--- src/rtl/pc_seq_pkg.sv ---
// Shared types and defaults for the fetch-stage PC sequencer.
package pc_seq_pkg;

  localparam logic [31:0] RESET_PC_DEF = 32'h0000_0000;
  localparam int unsigned PC_STEP_DEF  = 4;

  // Sequencer states: one idle cycle after reset, then fetch or stall.
  typedef enum logic [1:0] {
    ST_BOOT  = 2'd0,
    ST_FETCH = 2'd1,
    ST_STALL = 2'd2
  } state_e;

  // Redirect kinds; the numeric order is the priority order, so a plain
  // magnitude compare decides whether a new redirect beats a held one.
  typedef enum logic [1:0] {
    RD_NONE = 2'd0,
    RD_BR   = 2'd1,
    RD_J    = 2'd2,
    RD_JR   = 2'd3
  } redir_e;

endpackage

--- src/rtl/next_pc_calc.sv ---
// Next-PC arithmetic: sequential increment, branch/jump/jr targets and the
// priority-selected redirect (jr > jump > branch > none).
module next_pc_calc
  import pc_seq_pkg::*;
#(
  parameter int unsigned PC_STEP = PC_STEP_DEF
) (
  input  logic [31:0] pc_i,
  input  logic        branch_taken_i,
  input  logic [31:0] branch_offset_i,
  input  logic        jump_i,
  input  logic [25:0] jump_index_i,
  input  logic        jr_i,
  input  logic [31:0] jr_target_i,
  output logic [31:0] pc_plus4_o,
  output redir_e      sel_kind_o,
  output logic [31:0] sel_target_o
);

  logic [31:0] br_target;
  logic [31:0] j_target;
  logic [31:0] jr_aligned;

  // All sums are modulo 2^32; carries out of bit 31 are simply dropped.
  assign pc_plus4_o = pc_i + 32'(PC_STEP);
  assign br_target  = pc_plus4_o + {branch_offset_i[29:0], 2'b00};
  assign j_target   = {pc_plus4_o[31:28], jump_index_i, 2'b00};
  assign jr_aligned = {jr_target_i[31:2], 2'b00};

  // Pick the highest-priority redirect requested this cycle.
  always_comb begin
    // NOTE: every output gets a default first so no path leaves it unassigned,
    // which would otherwise infer a latch.
    sel_kind_o   = RD_NONE;
    sel_target_o = pc_plus4_o;
    if (jr_i) begin
      sel_kind_o   = RD_JR;
      sel_target_o = jr_aligned;
    end else if (jump_i) begin
      sel_kind_o   = RD_J;
      sel_target_o = j_target;
    end else if (branch_taken_i) begin
      sel_kind_o   = RD_BR;
      sel_target_o = br_target;
    end
  end

endmodule

--- src/rtl/pc_sequencer.sv ---
// Fetch-stage PC sequencer: owns the PC, runs the imem request/ready
// handshake, holds on stalls and defers redirects that arrive while a fetch
// is outstanding or the pipeline is stalled.
module pc_sequencer
  import pc_seq_pkg::*;
#(
  parameter logic [31:0] RESET_PC = RESET_PC_DEF,
  parameter int unsigned PC_STEP  = PC_STEP_DEF
) (
  input  logic        clock,
  input  logic        reset,
  input  logic        stall,
  input  logic        imem_ready,
  input  logic        branch_taken,
  input  logic [31:0] branch_offset,
  input  logic        jump,
  input  logic [25:0] jump_index,
  input  logic        jr,
  input  logic [31:0] jr_target,
  output logic        imem_req,
  output logic [31:0] pc,
  output logic [31:0] pc_plus4,
  output logic        instr_valid,
  output logic        redirect,
  output logic        misalign
);

  state_e      state_q;
  logic [31:0] pc_q;
  logic        imem_req_q;
  logic        instr_valid_q;
  logic        redirect_q;
  logic        misalign_q;
  redir_e      pend_kind_q;
  logic [31:0] pend_target_q;

  redir_e      sel_kind;
  logic [31:0] sel_target;
  logic        take_pend;
  redir_e      pend_kind_d;
  logic [31:0] pend_target_d;

  next_pc_calc #(.PC_STEP(PC_STEP)) u_calc (
    .pc_i            (pc_q),
    .branch_taken_i  (branch_taken),
    .branch_offset_i (branch_offset),
    .jump_i          (jump),
    .jump_index_i    (jump_index),
    .jr_i            (jr),
    .jr_target_i     (jr_target),
    .pc_plus4_o      (pc_plus4),
    .sel_kind_o      (sel_kind),
    .sel_target_o    (sel_target)
  );

  // Pending-register update while the PC cannot move: a new redirect replaces
  // the held one unless the held one has strictly higher priority.
  assign take_pend     = (sel_kind != RD_NONE) && (sel_kind >= pend_kind_q);
  assign pend_kind_d   = take_pend ? sel_kind   : pend_kind_q;
  assign pend_target_d = take_pend ? sel_target : pend_target_q;

  // Sequencer FSM with PC, pending redirect and registered output pulses.
  always_ff @(posedge clock) begin
    if (reset) begin
      state_q       <= ST_BOOT;
      pc_q          <= RESET_PC;
      imem_req_q    <= 1'b0;
      instr_valid_q <= 1'b0;
      redirect_q    <= 1'b0;
      misalign_q    <= 1'b0;
      pend_kind_q   <= RD_NONE;
      pend_target_q <= '0;
    end else begin
      // NOTE: non-blocking assignments throughout, so every register samples
      // the pre-edge values regardless of statement order.
      instr_valid_q <= 1'b0;
      redirect_q    <= 1'b0;
      if (jr && (jr_target[1:0] != 2'b00)) begin
        misalign_q <= 1'b1;
      end
      unique case (state_q)
        ST_BOOT: begin
          state_q    <= ST_FETCH;
          imem_req_q <= 1'b1;
        end
        ST_FETCH: begin
          if (imem_ready) begin
            instr_valid_q <= 1'b1;
            pend_kind_q   <= RD_NONE;
            if (pend_kind_q != RD_NONE) begin
              pc_q       <= pend_target_q;
              redirect_q <= 1'b1;
            end else if (sel_kind != RD_NONE) begin
              pc_q       <= sel_target;
              redirect_q <= 1'b1;
            end else begin
              pc_q <= pc_plus4;
            end
            // A stall during an outstanding fetch only bites once it completes.
            if (stall) begin
              state_q    <= ST_STALL;
              imem_req_q <= 1'b0;
            end
          end else begin
            pend_kind_q   <= pend_kind_d;
            pend_target_q <= pend_target_d;
          end
        end
        ST_STALL: begin
          pend_kind_q   <= pend_kind_d;
          pend_target_q <= pend_target_d;
          if (!stall) begin
            state_q    <= ST_FETCH;
            imem_req_q <= 1'b1;
          end
        end
        default: begin
          state_q    <= ST_BOOT;
          imem_req_q <= 1'b0;
        end
      endcase
    end
  end

  assign imem_req    = imem_req_q;
  assign pc          = pc_q;
  assign instr_valid = instr_valid_q;
  assign redirect    = redirect_q;
  assign misalign    = misalign_q;

endmodule

--- config.mk ---
export PLATFORM = sky130hd
export DESIGN_NAME = pc_sequencer
export DESIGN_NICKNAME = d
export VERILOG_FILES = /design/src/rtl/pc_seq_pkg.sv /design/src/rtl/next_pc_calc.sv /design/src/rtl/pc_sequencer.sv
export SDC_FILE = /design/constraint.sdc
export NUM_CORES = 1
export LEC_CHECK = 0
export ABC_AREA = 1
export ABC_CLOCK_PERIOD_IN_PS = 2850
export CAP_MARGIN = 20
export CORE_ASPECT_RATIO = 1.75
export CORE_UTILIZATION = 47
export DETAILED_ROUTE_END_ITERATION = 8
export PLACE_DENSITY = 0.75
export SKIP_CTS_REPAIR_TIMING = 1
export SYNTH_ARGS = -nofsm -noshare
export SYNTH_HDL_FRONTEND = slang
export SYNTH_HIERARCHICAL = 1
export SYNTH_SLANG_ARGS = --single-unit
--- constraint.sdc ---
create_clock -name clock -period 2.85 [get_ports clock]
set_input_delay 0.57 -clock clock [delete_from_list [all_inputs] [get_ports clock]]
set_output_delay 0.57 -clock clock [all_outputs]
set_load 0.02 [all_outputs]
# After elaboration in Yosys (flattened, before gate mapping)
# Index checks and enable logic that the tools add are counted.
[word_totals]
register_bits = 72
latch_bits = 0
ram_bits = 0
mem_bits_ro = 0
input_bits = 97
out_inout_bits = 68
word_cells = 56
n_memories = 0
[op_classes]
n_addsub = 2
multipliers = 0
n_div = 0
n_lt_le_gt_ge = 1
eq_ne = 6
shifts = 0
n_mux = 25
bitwise_logic = 2
n_reduce_logical = 12
[ops]
columns = ["cell", "n"]
rows = [
  ["$mux 32", 7],
  ["$pmux 32 s2", 1],
  ["$add 32x3->32 const B", 1],
  ["$add 32x32->32", 1],
  ["$mux 2", 7],
  ["$ne 2x2->1 const B", 4],
  ["$reduce_bool 2->1", 4],
  ["$mux 1", 7],
  ["$pmux 2 s3", 1],
  ["$pmux 2 s2", 1],
  ["$reduce_and 2->1", 2],
  ["$pmux 1 s3", 1],
  ["$reduce_and 3->1", 1],
  ["$reduce_or 3->1", 1],
  ["$eq 2x1->1 const B", 1],
  ["$eq 2x2->1 const B", 1],
  ["$ge 2x2->1", 1],
  ["$logic_and 1x1->1", 2],
  ["$logic_not 2->1", 1],
  ["$not 1->1", 2],
  ["$reduce_or 2->1", 1],
]

# Depth between registers and ports, before layout
# Gate-level depths: netlist (run 1).
[logic_depth]
depth_word = 8
mapped_depth = 25
mapped_depth_nobuf = 25

# Modules after synthesis
# Netlist (run 1), hierarchy kept.
[by_module_without_submodules]
columns = ["module", "instances", "cells_each", "area_each_um2"]
rows = [
  ["next_pc_calc", 1, 809, 3928.8],
  ["pc_sequencer", 1, 511, 3377.0],
]

# Worst setup path before layout (run 1)
# Ideal clock, no wire load.
[synth_path]
kind = "register -> register"
start = "reg pc_q[2] (netlist: pc[2])"
end = "reg pc_q[26] (netlist: pc[26])"
setup_time_ps = 70
t_arrival_ps = 3170
required_time_ps = 2780
slack_ps = -390
path_stages_with_launch = 20
path_buffers = 0
period_less_slack_ps = 3240
cell_sequence = "dfxtp_1 > ha_1 > inv_1 > nor2_2 > nand2_1 > inv_1 > nand4_1 > and2_1 > ha_1 > inv_1 > nor3_1 > and2_1 > nand3b_1 > nand4_1 > nand3_1 > a21oi_1 > nor2_1 > nor2_1 > o21ai_0 > a21oi_1"
[synth_via]
elab_chain_len = 7
[synth_lines]
columns = ["element", "line", "text"]
rows = [
  ["from (decl)", "pc_sequencer.sv:29", "logic [31:0] pc_q;"],
  ["from (signal assigned)", "pc_sequencer.sv:91", "pc_q <= pend_target_q;"],
  ["from (signal assigned)", "pc_sequencer.sv:94", "pc_q <= sel_target;"],
  ["from (signal assigned)", "pc_sequencer.sv:97", "pc_q <= pc_plus4;"],
  ["$add 32x3->32", "next_pc_calc.sv:25", "assign pc_plus4_o = pc_i + 32'(PC_STEP);"],
  ["via pc_plus4[18]", "pc_sequencer.sv:22", "output logic [31:0] pc_plus4,"],
  ["$add 32x32->32", "next_pc_calc.sv:26", "assign br_target = pc_plus4_o + {branch_offset_i[29:0], 2'b00};"],
  ["$mux 32", "next_pc_calc.sv:42", "end else if (branch_taken_i) begin"],
  ["$mux 32", "next_pc_calc.sv:39", "end else if (jump_i) begin"],
  ["$mux 32", "next_pc_calc.sv:36", "if (jr_i) begin"],
  ["via sel_target[26]", "pc_sequencer.sv:38", "logic [31:0] sel_target;"],
  ["$mux 32", "pc_sequencer.sv:93", "end else if (sel_kind != RD_NONE) begin"],
  ["$mux 32", "pc_sequencer.sv:90", "if (pend_kind_q != RD_NONE) begin"],
]
# The timed path passes the listed nets, and every way through them passes these cells.
# A chain may end at the register's enable or synchronous reset.

# Worst setup path after layout (run 1)
[layout_path]
start = "reg pc_q[5] (netlist: pc[5])"
end = "reg pc_q[15] (netlist: pc[15])"
[layout_via]
elab_chain_len = 7
[layout_lines]
columns = ["element", "line"]
rows = [
  ["$add 32x3->32 *", "next_pc_calc.sv:25"],
  ["$add 32x32->32", "next_pc_calc.sv:26"],
  ["$mux 32 *", "next_pc_calc.sv:42"],
  ["$mux 32 *", "next_pc_calc.sv:39"],
  ["$mux 32 *", "next_pc_calc.sv:36"],
  ["via sel_target[15]", "pc_sequencer.sv:38"],
  ["$mux 32 *", "pc_sequencer.sv:93"],
  ["$mux 32 *", "pc_sequencer.sv:90"],
]
# Mark *: on every way through the listed nets, which the timed path passes. The rest lies on a longest branch.

==> reports/metrics.csv, run 1 <==
stage;metric;value;unit
clock_tree;root_buffer;clkbuf_16;
sta;relSlewSlack;0.4340;
sta;tightestPinTransition;849.0;ps
critical_path;crit_path_end_kind;flip-flop;
sta;hold_viol;0;
pwr;p_leak;6.569;nW
sta;clock.fmax;301.4;MHz
logic_synthesis;synth_common_cells;nand2_1, nor2_1, inv_1, a21oi_1, dfxtp_1;
cells_and_area;multi_input_area;6501;µm²
critical_path;path_cells;inv_4 -> nor3_4 -> buf_6 -> nand2_4 -> xor2_4 -> inv_2 -> ha_4 -> nand2_2 -> inv_1 -> nand2_1 -> nand2_2 -> a21oi_4 -> nand2_4 -> buf_4 -> a21oi_1 -> o21ai_1 -> a21oi_2 -> nor2_1 -> nor2_1 -> o21ai_2 -> a21oi_2;
logic_synthesis;syn_nets;1460;
logic_synthesis;ys_seq_elements;71;
sta;slew_viol_final;0;
logic_synthesis;ys_async_sr_fraction;0;
critical_path;arrival;3580;ps
grt;grt_util_met1;0.4320;
floorplanning;die_area;16070;µm²
pwr;power.switching;4.516;mW
pwr;p_int;4.757;mW
cells_and_area;diodes;0;
critical_path;worstSetupStartpointType;flip-flop;
routing;drtIter0Drc;1112;
floorplanning;initial_core_util;0.4770;
cells_and_area;syn2layout_area_growth;76.78;%
grt;grt_max_degree;68;
logic_synthesis;synth_area_leaders;dfxtp_1, nand2_1, nor2_1;
grt;grt_pass1_wl;49340;µm
logic_synthesis;syn_area_per_cell;5.535;µm²
worst_hold_path;min_path_type;flip-flop to flip-flop;
clock_tree;cts_buffers;9;
logic_synthesis;synthesis.instances;1320;
critical_path;crit_required;3120;ps
logic_synthesis;synth-edff-count;0;
routing;dr_total_vias;10900;
logic_synthesis;yosys.area.top_type;dfxtp_1;
grt;track_usage;0.4120;
floorplanning;core;15310;µm²
cells_and_area;drive_gt1_frac;0.3527;
floorplanning;die_h;166.9;µm
sta;hold_slack;467.6;ps
cells_and_area;final_cell_area;12910;µm²
pwr;pwr-share-clk;0.123;
logic_synthesis;yosysUniqueCellTypes;42;
cells_and_area;seqCellArea;1475;µm²
cells_and_area;fillerInstances;989;
clock_tree;insertion_delay;350;ps
floorplanning;die_width;96.25;µm
pwr;power.total;9.273;mW
routing;drc;0;
place;dpl_cell_area;10740;µm²
logic_synthesis;synth.most_common_cell;nand2_1;
place;gp_congestion;0.9747;
sta;setup_ws;-468.1;ps
routing;drt-wirelength-per-cell;20.45;µm
critical_path;reg2regPathDepth;21;
floorplanning;ios;165;
pwr;peakVddDrop;0.6294;mV
critical_path;critPathMaxStageDelay;390;ps
grt;antenna_found_initial;0;
critical_path;setup.worst_path.class;flip-flop to flip-flop;
pwr;p_sw_frac;0.4870;
grt;top_usage_layer;met2;
routing;via_per_inst;5.765;
routing;ant_nets;0;
grt;grt_pass1_vias;9731;
logic_synthesis;synth.cell_area;7306;µm²
pwr;p_comb_frac;0.691;
cells_and_area;nets;1839;
place;hpwl;25150;µm
logic_synthesis;synth_warnings;6;
pwr;p_seq_frac;0.187;
clock_tree;clockBufferDepth;2;
sta;clock_skew;12.67;ps
clock_tree;cts_tree;done;
clock_tree;cts.sinks;71;
sta;setup_violations;47;
run;cap_violations;0;
grt;grt_overflow;0;
sta;fin_crit_sh;1.164;
routing;first_pass_iters;6;
sta;rsz0062_at_grt;yes;
logic_synthesis;seq_area_frac_synth;0.1946;
sta;fin_crit;3318;ps
pwr;power_density;718.0;nW/µm²
place;io_buffers;162;
logic_synthesis;synth_ff_type;dfxtp_1;
routing;routed_wl;38650;µm
clock_tree;cts.clk_slew.worst_paths;70;ps
critical_path;critPathMaxFanout;4;
grt;use_met2;0.6883;
outcome;status;complete, but fails checks;
outcome;violations;setup timing;
clock_tree;h-tree-depth;3;
worst_hold_path;whs_path_depth;2;
floorplanning;rows;60;
sta;tns;-11870;ps
grt;grt.met3_usage;0.08995;
logic_synthesis;yosys.area.top_type_share;0.1946;
critical_path;critPathSlowestCell;dfxtp_4;
place;post-place-ws;-482.6;ps
==> final cells by class <==
class | count | share of cell area
multi-input combinational | 1018 | 0.5034
timing repair buffer | 415 | 0.2891
sequential | 71 | 0.1142
inverter | 184 | 0.05406
tap | 186 | 0.01802
clock buffer | 10 | 0.01773
clock inverter | 6 | 0.003488
==> flip-flops by register name (all words and copies together), names as in the netlist <==
signal and count:
pc 32, redirect 1, instr_valid 1, pend_kind_q 2, state_q 1, pend_target_q 32
misalign 1, imem_req 1
==> final timing paths <==
path,from,endpoint,slack [ps]
worst max-delay path,pc[5],pc[15],-470
worst min register to register,misalign,misalign,470
worst max register to register,pc[5],pc[15],-470
worst min-delay path,misalign,misalign,470
==> layer usage <==
| metal | vias to the layer above | part of all wire |
|---|---|---|
| li1 | 4929 | - |
| met1 | 4899 | 0.32 |
| met2 | 754 | 0.48 |
| met3 | 314 | 0.10 |
| met4 | 0 | 0.099 |
| met5 | - | 0 |
==> cell families after synthesis <==
logic type                 after synthesis  synth area share
AOI/OAI and AO/OA                      259            0.1868
xor gates and xnor gates                17           0.02038
adders and majority gates               43           0.07467
buffers and inverters                  231            0.1272
DFF                                     71            0.1946
and+or+nand+nor                        699            0.3963
==> power groups by stage <==
stage | Sequential, mW | Clock, mW | Combinational (mW)
final | 1.73 | 1.14 | 6.40
after global routing | 1.77 | 1.17 | 6.86
after CTS | 1.67 | 1.14 | 5.16
after detailed placement | 1.69 | 0 | 5.13
after global placement | 1.66 | 0 | 5.04
after floorplan | 1.79 | 0 | 2.68
==> metrics by stage <==
stage,instances,utilization
3_3_place_gp,1841,0.7015
2_1_floorplan,1320,-
6_report,1890,0.8433
3_5_place_dp,1841,0.7015
5_1_grt,1890,0.8433
4_1_cts,1857,0.7194
==> layout by cell type (no fill, tap or decap), drive strengths merged, types with 8 or more instances in the layout <==
cell type,n
nand2,349
buf,253
nor2,251
inv,186
a21oi,139
clkdlybuf4s50,138
o21ai,91
dfxtp,71
nand3,65
ha,42
dlymetal6s2s,22
xor2,15
clkbuf,12
nand4,11
o21bai,8
and2,8
a31oi,8
nor3,8
==> critical path, delay by kind of cell (launching register included) <==
kind	cells	cell delay, ps
adders and majority gates	1	230
AOI/OAI and AO/OA	6	860
DFF	1	390
buffers and inverters	5	590
xor gates and xnor gates	1	170
and+or+nand+nor	8	980
Note: power is estimated with default switching activity, not from simulation.
==> run 2: changes to the inputs <==
Settings changed: CORE_UTILIZATION 47 to 48, CTS_BUF_LIST set to sky130_fd_sc_hd__clkbuf_2 sky130_fd_sc_hd__clkbuf_4 sky130_fd_sc_hd__clkbuf_8, PLACE_DENSITY 0.75 to 0.77.
==> run 2 against run 1 <==
Die area shrank 2.0%; final cell count shrank 0.37%; clock skew shrank 4.7 ps; largest cell class unchanged; via count grew 1.0%; sequential cell count is the same; final area is essentially flat; largest power group unchanged; the run still ends with setup timing left; utilization grew 2.7 points.
==> reports/metrics.csv, run 2 (same netlist as run 1, synthesis figures left out) <==
stage;metric;value;unit
routing;maxUsedRoutingLayer;met4;
cells_and_area;final_cell_area;12910;µm²
place;post-place-ws;-474.5;ps
critical_path;crit_path_end_kind;flip-flop;
clock_tree;h-tree-depth;3;
sta;hold_viol;0;
run;cap_violations;0;
critical_path;crit_family;simple AND/OR/NAND/NOR gates;
floorplanning;die_width;95.26;µm
place;gp_congestion;0.9822;
sta;slew_viol_final;0;
clock_tree;cts_buffers;9;
sta;fin_crit;3427;ps
clock_tree;root_buffer;clkbuf_8;
floorplanning;initial_core_util;0.4924;
cells_and_area;drive_gt1_frac;0.3665;
pwr;p_leak;6.578;nW
critical_path;critPathSlowestCell;dfxtp_4;
grt;track_usage;0.3845;
critical_path;critPathMaxStageDelay;380;ps
cells_and_area;diodes;0;
critical_path;cp_num_buf_inv;3;
routing;drtIter0Drc;1095;
place;dpl_cell_area;10780;µm²
critical_path;reg2regPathDepth;22;
floorplanning;rows;59;
grt;grt_pass1_vias;9099;
routing;wl_met1;12370;µm
cells_and_area;mostFrequentLayoutCells;nand2_1, buf_4, nor2_1;
cells_and_area;nets;1836;
critical_path;critPathMaxFanout;5;
clock_tree;clockBufferDepth;2;
place;hpwl;24700;µm
floorplanning;ios;165;
critical_path;worstSetupStartpointType;flip-flop;
floorplanning;core;14840;µm²
critical_path;rrSetupSlack;-580;ps
routing;dr_total_vias;11010;
grt;grt_pass1_wl;45660;µm
clock_tree;cts.sinks;71;
critical_path;arrival;3720;ps
critical_path;crit_required;3140;ps
sta;relSlewSlack;0.6336;
clock_tree;cts_tree;done;
critical_path;crit_start;pc[8];
critical_path;timing.rr.start;pc[8];
worst_hold_path;min_from;misalign;
critical_path;crit_top_cell;nor2_1;
place;io_buffers;162;
sta;clock_skew;7.930;ps
critical_path;setup.worst_path.class;flip-flop to flip-flop;
routing;first_pass_iters;6;
worst_hold_path;whs_path_depth;2;
sta;rsz0062_at_grt;yes;
critical_path;cp.depth;22;
clock_tree;cts.clk_slew.worst_paths;80;ps
sta;clock.fmax;291.8;MHz
critical_path;path_cells;inv_4 -> buf_4 -> nor3_4 -> nand2_2 -> nor2_4 -> nand2_1 -> and2_4 -> ha_4 -> nand2_4 -> nor2_4 -> inv_1 -> nor2_1 -> nand2_2 -> nand2_4 -> nand2_1 -> nand3_1 -> nand3_2 -> a21oi_4 -> nor2_1 -> nor2_1 -> o21ai_0 -> a21oi_1;
outcome;status;complete, but fails checks;
pwr;peakVddDrop;0.6982;mV
sta;setup_ws;-577.5;ps
sta;tightestPinTransition;548.8;ps
floorplanning;die_h;165.2;µm
floorplanning;die_area;15740;µm²
routing;ant_nets;0;
grt;antenna_found_initial;0;
routing;met2_length;18330;µm
cells_and_area;layout_commonest_cell;nand2_1;
routing;wl_met3;3660;µm
grt;grt_overflow;0;
routing;via_per_inst;5.846;
sta;setup_violations;46;
worst_hold_path;min_path_type;flip-flop to flip-flop;
cells_and_area;syn2layout_area_growth;76.71;%
outcome;violations;setup timing;
grt;grt_max_degree;68;
routing;drt-wirelength-per-cell;19.89;µm
pwr;power_density;721.7;nW/µm²
sta;fin_crit_sh;1.203;
routing;drc;0;
clock_tree;insertion_delay;360;ps
routing;routed_wl;37460;µm
==> run 2: cell types whose count changed in the layout (fill, tap and decap cells not counted), moves of 8 or more <==
| cell | before | now |
|---|---|---|
| clkbuf_16 | 9 | 0 |
| clkbuf_8 | 0 | 9 |
| inv_1 | 149 | 138 |
| inv_2 | 32 | 40 |
| nand2_4 | 24 | 32 |
| nor2_2 | 20 | 34 |
==> run 2: layout make-up <==
type	instances	area, µm²
Inverter	184	705.7
Clock buffer	9	123.9
Clock inverter	6	133.9
Fill cell	855	1928
Sequential cell	71	1465
Multi-Input combinational cell	1018	6571
Timing Repair Buffer	412	3681
Tap cell	183	229.0
==> run 2: final timing paths <==
| check | endpoint |
|---|---|
| setup / recovery | pc[23] |
| hold / removal | misalign |
| hold reg to reg | misalign |
| setup reg to reg | pc[23] |
==> run 2: tightest hold or removal path, cell delays in order, from the launching register on <==
cell	delay, ps
dfxtp_1	320
inv_1	50
a21oi_1	50
==> run 2: stage by stage <==
stage / setup TNS (ps) / hold slack (ps) / cells / utilization / power (mW)
after CTS: -18710 / 456.5 / 1859 / 0.7442 / 7.864
after detailed placement: -13570 / 443.2 / 1844 / 0.7268 / 6.772
after global routing: -18460 / 499.8 / 1883 / 0.8701 / 9.804
after global placement: -12540 / 436.9 / 1844 / 0.7268 / 6.654
final: -11440 / 457.5 / 1883 / 0.8701 / 9.317
after floorplan: 0 / 488.8 / 1320 / - / 4.477
==> run 2: metal layers <==
layer  GRT usage  up-vias
li1            -     4927
met1      0.4249     5053
met2      0.6890      744
met3     0.04533      284
met4      0.2259        0
met5           0        -
==> run 2: power breakdown <==
group	switching, mW	internal (mW)
sequential	0.297	1.39
clock	0.411	0.665
combinational	3.73	2.82
total	4.44	4.88
